### config.mk
export PLATFORM = sky130hd
export DESIGN_NAME = ahb_arbiter_rr
export DESIGN_NICKNAME = d
export VERILOG_FILES = /design/src/rtl/ahb_arbiter_rr.sv
export SDC_FILE = /design/constraint.sdc
export NUM_CORES = 1
export LEC_CHECK = 0
export ABC_AREA = 1
export CAP_MARGIN = 20
export CORE_ASPECT_RATIO = 1.25
export CORE_MARGIN = 2
export CORE_UTILIZATION = 36
export DETAILED_ROUTE_END_ITERATION = 6
export HOLD_SLACK_MARGIN = 0.02
export SYNTH_ARGS = -nofsm -noshare
export SYNTH_HDL_FRONTEND = slang
export SYNTH_SLANG_ARGS = --single-unit
### constraint.sdc
create_clock -name hclk -period 1.35 [get_ports hclk]
set_input_delay 0.27 -clock hclk [delete_from_list [all_inputs] [get_ports hclk]]
set_output_delay 0.27 -clock hclk [all_outputs]
set_load 0.05 [all_outputs]
### src/rtl/ahb_arbiter_rr.sv
// AHB bus arbiter for up to 16 masters: round-robin or fixed priority selection,
// grant held across fixed-length bursts, undefined-length bursts and locked sequences.
module ahb_arbiter_rr #(
    parameter int unsigned NUM_MASTERS    = 4,
    parameter int unsigned MASTER_W       = 4,
    parameter int unsigned PRIORITY_MODE  = 0,
    parameter int unsigned DEFAULT_MASTER = 0
) (
    input  logic                   hclk,
    input  logic                   hrst,
    input  logic [NUM_MASTERS-1:0] hbusreq,
    input  logic [NUM_MASTERS-1:0] hlock,
    input  logic [1:0]             htrans,
    input  logic [2:0]             hburst,
    input  logic                   hready,
    output logic [NUM_MASTERS-1:0] hgrant,
    output logic [MASTER_W-1:0]    hmaster,
    output logic                   hmastlock
);

    localparam int unsigned IDX_W = $clog2(NUM_MASTERS);
    localparam int unsigned CNT_W = 5;

    localparam logic [1:0] TR_IDLE   = 2'd0;
    localparam logic [1:0] TR_BUSY   = 2'd1;
    localparam logic [1:0] TR_NONSEQ = 2'd2;
    localparam logic [1:0] TR_SEQ    = 2'd3;
    localparam logic [2:0] BU_INCR   = 3'd1;

    localparam logic [NUM_MASTERS-1:0] PARK_GRANT = NUM_MASTERS'(1) << DEFAULT_MASTER;

    logic [CNT_W-1:0]       cnt;
    logic [CNT_W-1:0]       cnt_n;
    logic [IDX_W-1:0]       rr_ptr;
    logic [IDX_W-1:0]       owner;
    logic [IDX_W-1:0]       winner;
    logic                   found;
    logic                   hold;
    logic [NUM_MASTERS-1:0] win_grant;

    // Encode the one-hot grant into the owning master index.
    always_comb begin
        owner = '0;
        for (int unsigned i = 0; i < NUM_MASTERS; i++) begin
            if (hgrant[i]) begin
                owner = IDX_W'(i);
            end
        end
    end

    // Beats remaining after the transfer accepted at this edge.
    always_comb begin
        cnt_n = '0;
        case (htrans)
            TR_NONSEQ: begin
                case (hburst)
                    3'd2, 3'd3: cnt_n = CNT_W'(3);
                    3'd4, 3'd5: cnt_n = CNT_W'(7);
                    3'd6, 3'd7: cnt_n = CNT_W'(15);
                    default:    cnt_n = '0;
                endcase
            end
            TR_SEQ:  cnt_n = (cnt == '0) ? '0 : cnt - CNT_W'(1);
            TR_BUSY: cnt_n = cnt;
            default: cnt_n = '0;
        endcase
    end

    // An undefined-length burst keeps the bus for as long as its owner keeps requesting.
    always_comb begin
        hold = (cnt_n != '0)
            || hlock[owner]
            || ((hburst == BU_INCR) && (htrans != TR_IDLE) && hbusreq[owner]);
    end

    // Round-robin searches upward from the slot after the last winner; fixed priority from 0.
    always_comb begin
        int unsigned idx;
        idx    = 0;
        winner = '0;
        found  = 1'b0;
        for (int unsigned i = 0; i < NUM_MASTERS; i++) begin
            if (PRIORITY_MODE != 0) begin
                idx = i;
            end else begin
                idx = (32'(rr_ptr) + i + 1) % NUM_MASTERS;
            end
            if (!found && hbusreq[IDX_W'(idx)]) begin
                found  = 1'b1;
                winner = IDX_W'(idx);
            end
        end
        win_grant = found ? (NUM_MASTERS'(1) << winner) : PARK_GRANT;
    end

    // State only advances on accepted transfers; reset wins regardless of hready.
    always_ff @(posedge hclk) begin
        if (hrst) begin
            hgrant    <= PARK_GRANT;
            hmaster   <= MASTER_W'(DEFAULT_MASTER);
            hmastlock <= 1'b0;
            cnt       <= '0;
            rr_ptr    <= IDX_W'(DEFAULT_MASTER);
        end else if (hready) begin
            cnt       <= cnt_n;
            hmaster   <= MASTER_W'(owner);
            hmastlock <= hlock[owner];
            if (!hold) begin
                hgrant <= win_grant;
                if (found && (PRIORITY_MODE == 0)) begin
                    rr_ptr <= winner;
                end
            end
        end
    end

endmodule

# After elaboration in Yosys (flattened, before gate mapping)
# Cells that the tools add are included.
dict set report word_totals {
  ff_bits 14
  inputBits 16
  output_inout_bits 9
  elab_cells 74
}
dict set report op_classes {
  add_sub_neg 7
  order_cmp 5
  eq_ne 10
  shifts 1
  muxes 27
  n_bitwise 1
  reduce_logical 18
}
# op count
set op_table {}
lappend op_table {{2-bit by 3-bit less-than comparator with 1-bit output (second input constant)} 5}
lappend op_table {{5-bit one-hot mux with 3 select lines} 1}
lappend op_table {{1-bit binary-select mux with 2-bit select} 6}
lappend op_table {{3-bit equality test (second input constant)} 4}
lappend op_table {{2-bit 2-to-1 mux} 6}
lappend op_table {{4-bit one-hot mux with 3 select lines} 1}
lappend op_table {{1-bit 2-to-1 mux} 11}
lappend op_table {{2-bit by 1-bit adder with 2-bit output (second input constant)} 4}
lappend op_table {{3-bit by 2-bit equality test with 1-bit output (second input constant)} 2}
lappend op_table {{2-bit OR reduction} 3}
lappend op_table {{1-bit logical AND} 5}
lappend op_table {{5-bit logical NOT} 1}
lappend op_table {{5-bit 2-to-1 mux} 1}
lappend op_table {{5-bit nonzero test} 1}
lappend op_table {{5-bit by 1-bit subtractor with 5-bit output (second input constant)} 1}
lappend op_table {{2-bit adder (second input constant)} 2}
lappend op_table {{2-bit equality test (second input constant)} 2}
lappend op_table {{4-bit 2-to-1 mux} 1}
lappend op_table {{1-bit by 2-bit << shifter with 4-bit output (first input constant)} 1}
lappend op_table {{3-bit by 1-bit equality test with 1-bit output (second input constant)} 1}
lappend op_table {{1-bit logical NOT} 3}
lappend op_table {{3-bit AND reduction} 1}
lappend op_table {{2-bit by 1-bit equality test with 1-bit output (second input constant)} 1}
lappend op_table {{1-bit logical OR} 2}
lappend op_table {{other kinds (3)} 3}

# Longest topological paths before layout
# Gate-level depths: netlist of run 1.
dict set report logic_depth {
  word_depth 15
  ltp_mapped 13
  depth_no_buf 13
}

# Worst setup path after synthesis of run 1
# OpenSTA, ideal clock, no wires.
dict set report synth_timing {
  path_kind {reg2reg}
  startpoint {reg hgrant[2]}
  endpoint {reg hgrant[3]}
  setup_time_ns 0.132
  t_arrival_ns 1.610
  required_ns 1.218
  slack_ns -0.393
  stages_incl_launch_ff 12
  n_path_buf 0
  synth_period_minus_slack_ns 1.743
  path_cell_list {dfxtp_1 > inv_1 > nand2_1 > nand2_1 > o21bai_1 > nand2_1 > nand2_1 > nand3_1 > nor2_4 > inv_2 > nand2_1 > a21oi_1}
}
dict set report synth_between {
  elab_chain_cells 8
  elab_cells_between_ends 11
  cone_classes {mux: 6; bitwise: 1; reduce/logical: 4}
}
# element line
set synth_lines {}
lappend synth_lines {{start, declared} 16} ;# output logic [NUM_MASTERS-1:0] hgrant,
lappend synth_lines {{start signal, assigned} 109} ;# hgrant <= win_grant;
lappend synth_lines {{2-bit 2-to-1 mux * (2 in a row)} 45} ;# if (hgrant[i]) begin
lappend synth_lines {{1-bit binary-select mux with 2-bit select (on tied branches)} {72, 73}}
lappend synth_lines {{1-bit 2-to-1 mux (on tied branches)} {72, 73}}
lappend synth_lines {{1-bit logical OR or 1-bit logical AND (tied branches)} {72, 73}}
lappend synth_lines {{1-bit logical OR *} 73} ;# || ((hburst == BU_INCR) && (htrans != TR_IDLE) && hbusreq[owner]);
lappend synth_lines {{1-bit NOT (no source line) *} -}
lappend synth_lines {{2-bit AND reduction (no source line) *} -}
# Mark *: on every way between the ends. The rest lies on a longest branch, timed or not. The select of a mux whose other input is x is not followed.
# A chain may end at the register's enable or synchronous reset.

# Final worst setup path of run 1
dict set report layout_timing {
  startpoint {reg cnt[1]}
  endpoint {reg hgrant[1]}
}
dict set report layout_between {
  elab_chain_cells 8
  elab_cells_between_ends 9
  cone_classes {add/sub: 1; mux: 2; bitwise: 1; reduce/logical: 5}
}
# element line
set layout_lines {}
lappend layout_lines {{start, declared} 32} ;# logic [CNT_W-1:0] cnt;
lappend layout_lines {{start signal, assigned} 105} ;# cnt <= cnt_n;
lappend layout_lines {{5-bit by 1-bit subtractor with 5-bit output or 5-bit logical NOT (tied branches)} 63} ;# TR_SEQ: cnt_n = (cnt == '0) ? '0 : cnt - CNT_W'(1);
lappend layout_lines {{5-bit 2-to-1 mux} 63}
lappend layout_lines {{5-bit one-hot mux with 3 select lines *} 54} ;# case (htrans)
lappend layout_lines {{5-bit nonzero test *} 71} ;# hold = (cnt_n != '0)
lappend layout_lines {{1-bit logical OR *} 72} ;# || hlock[owner]
lappend layout_lines {{1-bit logical OR *} 73}
lappend layout_lines {{1-bit NOT (no source line) *} -}
lappend layout_lines {{2-bit AND reduction (no source line) *} -}
# Mark *: on every way between the ends. The rest lies on a longest branch, timed or not.

==> metrics.md, run 1 <==
| Metric | Value |
|---|---|
| Status | complete, but fails checks |
| Violations in the final reports | setup timing |
| Placeable Area | 3423 sq um |
| Number of antenna violations at the first check in global routing | 0 |
| Minimum setup slack in the final design | -0.1853 ns |
| Initial DRC count | 45 |
| Crit start category | flop |
| Synth-to-layout area growth | 55.73% |
| Final Hold Vio Count | 0 |
| Remaining number of nets flagged by the antenna check after routing | 0 |
| P per Cell Area | 748.0 nW/um^2 |
| CP Class | reg -> reg |
| Final GP Congestion | 0.8678 |
| Final count of negative-setup-slack endpoints | 6 |
| Std cell rows | 24 |
| Register-to-Register Setup Slack | -0.19 ns |
| Final clock period utilization by the worst path | 1.137 |
| Register bit count reported by yosys | 14 |
| Final net count | 286 |
| Detailed-route via count | 1424 |
| Vias per Instance | 4.638 |
| Design Power | 1462 uW |
| Async S/R FF share, synth | 0 |
| Source-to-sink clock delay at the later pin of the worst-skew pair | 0.25 ns |
| Clock edge transition at the registers on the reported setup and hold paths | 0.06 ns |
| Top area cells in the synthesized netlist | sky130_fd_sc_hd__dfxtp_1, sky130_fd_sc_hd__nand2_1, sky130_fd_sc_hd__nand3_1, sky130_fd_sc_hd__inv_1, sky130_fd_sc_hd__nor2_1 |
| Wire length of the first global-routing pass | 5.727 mm |
| Detailed-router iteration count before antenna repair | 4 |
| Total GRT Usage | 0.1777 |
| Multi-input gate area in the final layout | 885.9 sq um |
| Diode insertion count for antenna repair | 0 |
| Number of global-route vias before repair | 1380 |
| Final global-route overflow total | 0 |
| Die area | 3977 sq um |
| Die X-Extent | 56.81 microns |
| R2R Path Start | cnt[1] |
| Worst slack, placed | -0.5989 ns |
| Leading register cell type out of synthesis | sky130_fd_sc_hd__dfxtp_1 |
| Detail-routed net length per standard cell | 10.70 microns |
| Layout Skew | 0.001658 ns |
| Number of pins exceeding their max-slew limit in the final report | 0 |
| H-tree depth | 1 |
| Nature of the critical path endpoint | flop |
| Reg2reg end | hgrant[1] |
| Type of the most critical hold path | reg -> reg |
| Number of synthesized flops with an enable pin | 0 |
| Cell Count, Final, Fillers Out | 307 |
| Num ports | 25 |
| Proportion of layout cells with a drive suffix above 1 | 0.3731 |
| FF-to-FF path depth | 11 |
| Bufs on Longest Clock Path | 2 |
| FF/Latch Area | 297.8 sq um |
| Instance count along the most critical hold path | 2 |
| Hold endpoint | hgrant[3] |
| Portion of synthesized cell area occupied by the leading cell type | 0.2233 |
| CP cell instances | inv_2, ha_4, nand3_4, nand3_1, nand2_2, nor2_1, nand2_1, nor2_4, inv_2, nand2_1, a21oi_1 |
| Period minus WS final | 1.535 ns |
| Static Leakage | 0.0009595 uW |
| Vert. Die Dim | 70.01 microns |
| Port bufs | 22 |
| Synth warnings | 0 |
| Unrepaired setup endpoints after global routing | yes |
| Clock Sinks | 14 |
| Maximum fanout along the worst path | 7 |
| Arrival time of data at the critical path endpoint | 1.66 ns |
| Clock tree root buffer cell | sky130_fd_sc_hd__clkbuf_8 |
| Cell count after placement | 302 |
| Total routed wirelength | 3.286 mm |
| Slowest stage cell on the critical path | sky130_fd_sc_hd__dfxtp_2 |
| Reported max-cap violation count | 0 |
| Pin count of the biggest net entering global routing | 10 |
| Max frequency | 651.3 MHz |
| Sequential element share of the synthesized area | 0.2233 |
| DRC | 0 |
| Clock tree from TritonCTS | done |
| Number of library cell types mapped by synthesis | 27 |
| Netlist Area Pre-Place | 1255 sq um |
| Post-synth top cells | sky130_fd_sc_hd__nand2_1, sky130_fd_sc_hd__inv_1, sky130_fd_sc_hd__nand3_1, sky130_fd_sc_hd__nor2_1, sky130_fd_sc_hd__dfxtp_1 |
| Smallest hold slack | 0.4999 ns |
| Effective utilization at floorplan | 0.3666 |
| Most frequently used cell type in the post-synthesis netlist | sky130_fd_sc_hd__nand2_1 |
| Peak supply drop | 0.0007000 V |
| Count of fill cells added during filler insertion | 344 |
| Mean area per synthesized cell | 5.864 sq um |
| Critical Path Max Stage Delay | 0.32 ns |
| Leading area contributor after synthesis | sky130_fd_sc_hd__dfxtp_1 |
| HPWL reported at the end of detailed placement | 2.711 mm |
| Number of CTS-inserted buffers | 3 |
| Synth Instances | 214 |
| Beginning of the worst hold path | hgrant[3] |
| CP Data Required Time | 1.48 ns |
==> cells in the final DEF (no fill, tap or decap), types with 4 or more instances in the layout <==
| master | n |
|---|---|
| sky130_fd_sc_hd__dfxtp_2 | 5 |
| sky130_fd_sc_hd__nand2_2 | 13 |
| sky130_fd_sc_hd__nand2_1 | 53 |
| sky130_fd_sc_hd__buf_4 | 34 |
| sky130_fd_sc_hd__inv_1 | 25 |
| sky130_fd_sc_hd__nand3_1 | 16 |
| sky130_fd_sc_hd__o21ai_1 | 4 |
| sky130_fd_sc_hd__nand2_4 | 4 |
| sky130_fd_sc_hd__dlygate4sd2_1 | 8 |
| sky130_fd_sc_hd__buf_12 | 7 |
| sky130_fd_sc_hd__clkdlybuf4s50_1 | 7 |
| sky130_fd_sc_hd__a21oi_1 | 11 |
| sky130_fd_sc_hd__o21ai_0 | 5 |
| sky130_fd_sc_hd__clkinv_1 | 4 |
| sky130_fd_sc_hd__nand3_2 | 7 |
| sky130_fd_sc_hd__nor2_1 | 16 |
| sky130_fd_sc_hd__nand4_1 | 4 |
| sky130_fd_sc_hd__dfxtp_1 | 6 |
| sky130_fd_sc_hd__nor2_2 | 5 |
| sky130_fd_sc_hd__inv_2 | 8 |
==> power breakdown <==
group,internal [uW],switching (uW)
registers,435,25.7
clock network,202,163
logic,282,355
==> worst max-delay path by stage <==
stage / cells after the start / end / from / slack [ns]
after floorplan: 11 / hgrant[0] / cnt[0] / -0.07
after global placement: 11 / hgrant[2] / htrans[1] / -0.56
after detailed placement: 10 / hgrant[2] / htrans[1] / -0.60
after CTS: 11 / hgrant[1] / cnt[0] / -0.17
after global routing: 11 / hgrant[1] / cnt[1] / -0.29
final: 11 / hgrant[1] / cnt[1] / -0.19
==> timing repair <==
action,4_1_cts,5_1_grt
setup endpoints to repair,9,9
pin swaps,15,7
hold buffers,0,0
setup buffers,1,0
endpoints found under the hold margin,0,0
gates resized for setup,23,11
==> flip-flops by register name, summed over array words and instances, names as in the netlist <==
register   count
cnt            5
hmaster        2
rr_ptr         2
hmastlock      1
hgrant         4
==> critical path: cells and delay by family (launching register included) <==
| kind | cells | cell delay (ns) |
|---|---|---|
| buffers and inverters | 2 | 0.15 |
| AOI/OAI and AO/OA | 1 | 0.05 |
| DFF | 1 | 0.32 |
| adders and majority gates | 1 | 0.17 |
| and+or+nand+nor | 7 | 0.71 |
==> through the flow <==
step	utilization	TNS (ns)	area [sq um]
floorplan	-	-0.3348	1295
global placement	0.5355	-4.590	1833
detailed placement	0.5355	-4.819	1833
CTS	0.5625	-0.9152	1926
global route	0.5709	-1.665	1954
finish	0.5709	-1.014	1954
==> logic make-up (layout without fill, tap and decap cells) <==
family,count (synthesis),in the layout,synth area share
flops,14,14,0.2233
buf+inv,44,97,0.1496
compound gates,29,29,0.1306
simple gates,125,125,0.4835
fa+ha+maj,1,1,0.009968
other cells,1,2,0.002988
==> layer usage <==
| layer | wire length (microns) | track usage | share of wire | up-vias |
|---|---|---|---|---|
| met1 | 1393 | 0.1911 | 0.42 | 622 |
| li1 | - | - | - | 780 |
| met2 | 1791 | 0.3411 | 0.55 | 18 |
| met3 | 68 | 0.02407 | 0.021 | 4 |
| met4 | 33 | 0.06718 | 0.010 | 0 |
| met5 | 0 | 0 | 0 | - |
==> layout make-up <==
class | instances | share of cell area
multi-input combinational | 157 | 0.4533
timing repair buffer | 56 | 0.2740
sequential | 14 | 0.1524
inverter | 37 | 0.07234
tap | 39 | 0.02497
clock buffer | 3 | 0.02113
clock inverter | 1 | 0.001921
(Power assumes the default switching activity.)
==> run 2: changes to the inputs <==
--- a/config.mk
+++ b/config.mk
@@ -12,6 +12,7 @@
 export CORE_UTILIZATION = 36
 export DETAILED_ROUTE_END_ITERATION = 6
 export HOLD_SLACK_MARGIN = 0.02
+export PLACE_DENSITY = 0.7
 export SYNTH_ARGS = -nofsm -noshare
 export SYNTH_HDL_FRONTEND = slang
 export SYNTH_SLANG_ARGS = --single-unit
==> metrics.md, run 2 (synthesis results as in run 1) <==
| Metric | Value |
|---|---|
| Number of pins exceeding their max-slew limit in the final report | 0 (unchanged) |
| Remaining number of nets flagged by the antenna check after routing | 0 (unchanged) |
| Most Crowded Layer GR | met2 |
| FF/Latch Area | 296.5 sq um (-0.42%) |
| Period minus WS final | 1.551 ns (+0.01538 ns) |
| Proportion of layout cells with a drive suffix above 1 | 0.3829 (+0.009765) |
| Slowest stage cell on the critical path | sky130_fd_sc_hd__dfxtp_2 |
| Most used cells in the layout excluding fill and tap cells | sky130_fd_sc_hd__nand2_1, sky130_fd_sc_hd__buf_4, sky130_fd_sc_hd__inv_1 |
| Synth-to-layout area growth | 57.73% |
| Detail-routed net length per standard cell | 11.11 microns (+3.8%) |
| Minimum setup slack in the final design | -0.2007 ns (-0.01538 ns) |
| P per Cell Area | 742.9 nW/um^2 (-0.68%) |
| Unrepaired setup endpoints after global routing | yes |
| Final global-route overflow total | 0 (unchanged) |
| Reported max-cap violation count | 0 (unchanged) |
| Static Leakage | 0.0009756 uW (+1.7%) |
| Registers with the most flip-flops | cnt x5, hgrant x4 |
| Post-layout util | 0.5782 (+0.007310) |
| Internal Pwr Total | 932.9 uW (+1.6%) |
| Crit start category | flop |
| Count of fill cells added during filler insertion | 331 (-3.8%) |
| Maximum fanout along the worst path | 7 (unchanged) |
| Fraction of met2 tracks used by global routing | 0.3579 (+0.01680) |
| Die area | 3977 sq um (unchanged) |
| Cell family contributing the most delay on the critical path | simple AND/OR/NAND/NOR gates |
| Post-cts hold buffer count | 0 (unchanged) |
| CP Class | reg -> reg |
| Std cell rows | 24 (unchanged) |
| Bufs on Longest Clock Path | 2 (unchanged) |
| Final count of negative-setup-slack endpoints | 6 (unchanged) |
| Initial DRC count | 58 (+29%) |
| Source-to-sink clock delay at the later pin of the worst-skew pair | 0.24 ns (about the same) |
| Smallest hold slack | 0.5056 ns (+0.005770 ns) |
| Final Hold Vio Count | 0 (unchanged) |
| Port bufs | 22 (unchanged) |
| Peak supply drop | 0.0006395 V (-8.6%) |
| Setup total negative slack | -1.123 ns (-0.1088 ns) |
| Most repeated library cell on the critical path | sky130_fd_sc_hd__nand2_1 |
| Critical Path Max Stage Delay | 0.32 ns (about the same) |
| Flip-flop count of the largest register after layout | 5 (unchanged) |
| DRC | 0 (unchanged) |
| Proportion of total power due to net switching | 0.3656 (-0.006215) |
| Diode insertion count for antenna repair | 0 (unchanged) |
| Violations in the final reports | setup timing |
| Wire length of the first global-routing pass | 6.003 mm (+4.8%) |
| Number of antenna violations at the first check in global routing | 0 (unchanged) |
| Design Power | 1470 uW (+0.59%) |
| Type of the most critical hold path | reg -> reg |
| Placeable Area | 3423 sq um (unchanged) |
| Detailed-router iteration count before antenna repair | 4 (unchanged) |
| Multi-input gate area in the final layout | 894.6 sq um (+0.99%) |
| Clock Sinks | 14 (unchanged) |
| Final GP Congestion | 0.8749 (+0.82%) |
| Final clock period utilization by the worst path | 1.149 (+0.01139) |
| Register with the most flip-flops | cnt |
| Share of power burned in the clock network | 0.238 (-0.011) |
| Total GRT Usage | 0.1834 (+0.005698) |
| Vert. Die Dim | 70.01 microns (unchanged) |
| HPWL reported at the end of detailed placement | 2.623 mm (-3.3%) |
| GR Layer Usage met3 | 0.01667 (-0.007407) |
| Worst slack, placed | -0.6089 ns (-0.009962 ns) |
| Total routed wirelength | 3.423 mm (+4.2%) |
| Clock tree root buffer cell | sky130_fd_sc_hd__clkbuf_8 |
| CP Data Required Time | 1.52 ns (+0.04 ns) |
| Clock edge transition at the registers on the reported setup and hold paths | 0.06 ns (about the same) |
| Final net count | 287 (+0.35%) |
| Share of total power in sequential cells | 0.312 (-0.003) |
| Met1 GRT Util | 0.2016 (+0.01048) |
| Net load switching power | 537.6 uW (-1.1%) |
| Arrival time of data at the critical path endpoint | 1.72 ns (+0.06 ns) |
| CP cell instances | inv_2, ha_4, inv_2, nand2_1, nand2_1, nand3_1, nand2_2, nor2_1, nand2_1, nor2_4, nand3_1, a21oi_1 |
| Max frequency | 644.9 MHz (-0.99%) |
| H-tree depth | 1 (unchanged) |
| Pin count of the biggest net entering global routing | 10 (unchanged) |
| Detailed-route via count | 1487 (+4.4%) |
| Number of global-route vias before repair | 1483 (+7.5%) |
| Effective utilization at floorplan | 0.3666 (unchanged) |
| Status | complete, but fails checks |
| Die X-Extent | 56.81 microns (unchanged) |
| Num ports | 25 (unchanged) |
| Power share of the combinational group | 0.450 (+0.014) |
| Clock tree from TritonCTS | done |
| Layout Skew | 0.002668 ns (+0.001010 ns) |
| Worst path bufs/invs | 2 (unchanged) |
| Vias per Instance | 4.828 (+4.1%) |
| Number of CTS-inserted buffers | 3 (unchanged) |
| Nature of the critical path endpoint | flop |
| Most common cell after layout, fill and taps aside | sky130_fd_sc_hd__nand2_1 |
run 2: cell count changes in the layout (fill, tap and decap cells not counted), sizes merged:
cell    delta
clkbuf     +1
clkinv     -1
buf        +1
run 2: worst paths after layout:
path / start / to / slack [ns] / cells past startpoint
worst max-delay path: cnt[0] / hgrant[1] / -0.20 / 12
worst min-delay path: hgrant[3] / hgrant[3] / 0.51 / 2
worst max register to register: cnt[0] / hgrant[1] / -0.20 / 12
worst min register to register: hgrant[3] / hgrant[3] / 0.51 / 2
run 2: worst reg2reg max path, delay by kind of cell (launching register included):
family / cells / cell delay, ns
flip-flops: 1 / 0.32
adder cells (fa/ha/maj): 1 / 0.17
AND/OR/NAND/NOR: 8 / 0.75
AO/OA/AOI/OAI: 1 / 0.13
buffers and inverters: 2 / 0.10
run 2: layout make-up:
type                            instances  share of cell area
Clock buffer                            4             0.02276
Inverter                               37             0.07269
Multi-Input combinational cell        157              0.4520
Sequential cell                        14              0.1498
Tap cell                               39             0.02465
Timing Repair Buffer                   57              0.2781
run 2: power groups by stage:
| stage | Combinational (uW) | Clock (uW) | Sequential [uW] |
|---|---|---|---|
| global placement | 604 | 0 | 466 |
| CTS | 643 | 358 | 459 |
| global route | 726 | 382 | 462 |
| detailed placement | 610 | 0 | 466 |
| floorplan | 340 | 0 | 497 |
| finish | 662 | 349 | 459 |
run 2: metrics by stage:
stage	area (sq um)	instances
finish	1979	308
global route	1979	308
CTS	1947	308
detailed placement	1841	303
global placement	1841	303
floorplan	1295	215
run 2: routing by layer:
layer | routed length [microns] | vias to the layer above
met5 | 0 | -
met4 | 41 | 0
met3 | 93 | 4
met2 | 1839 | 30
met1 | 1447 | 672
li1 | - | 781
run 2: timing repair:
item                                    4_1_cts  5_1_grt
buffers inserted                              1        0
endpoints found under the setup margin       10        8
resized for setup                            29       10
pin swaps                                    15        3
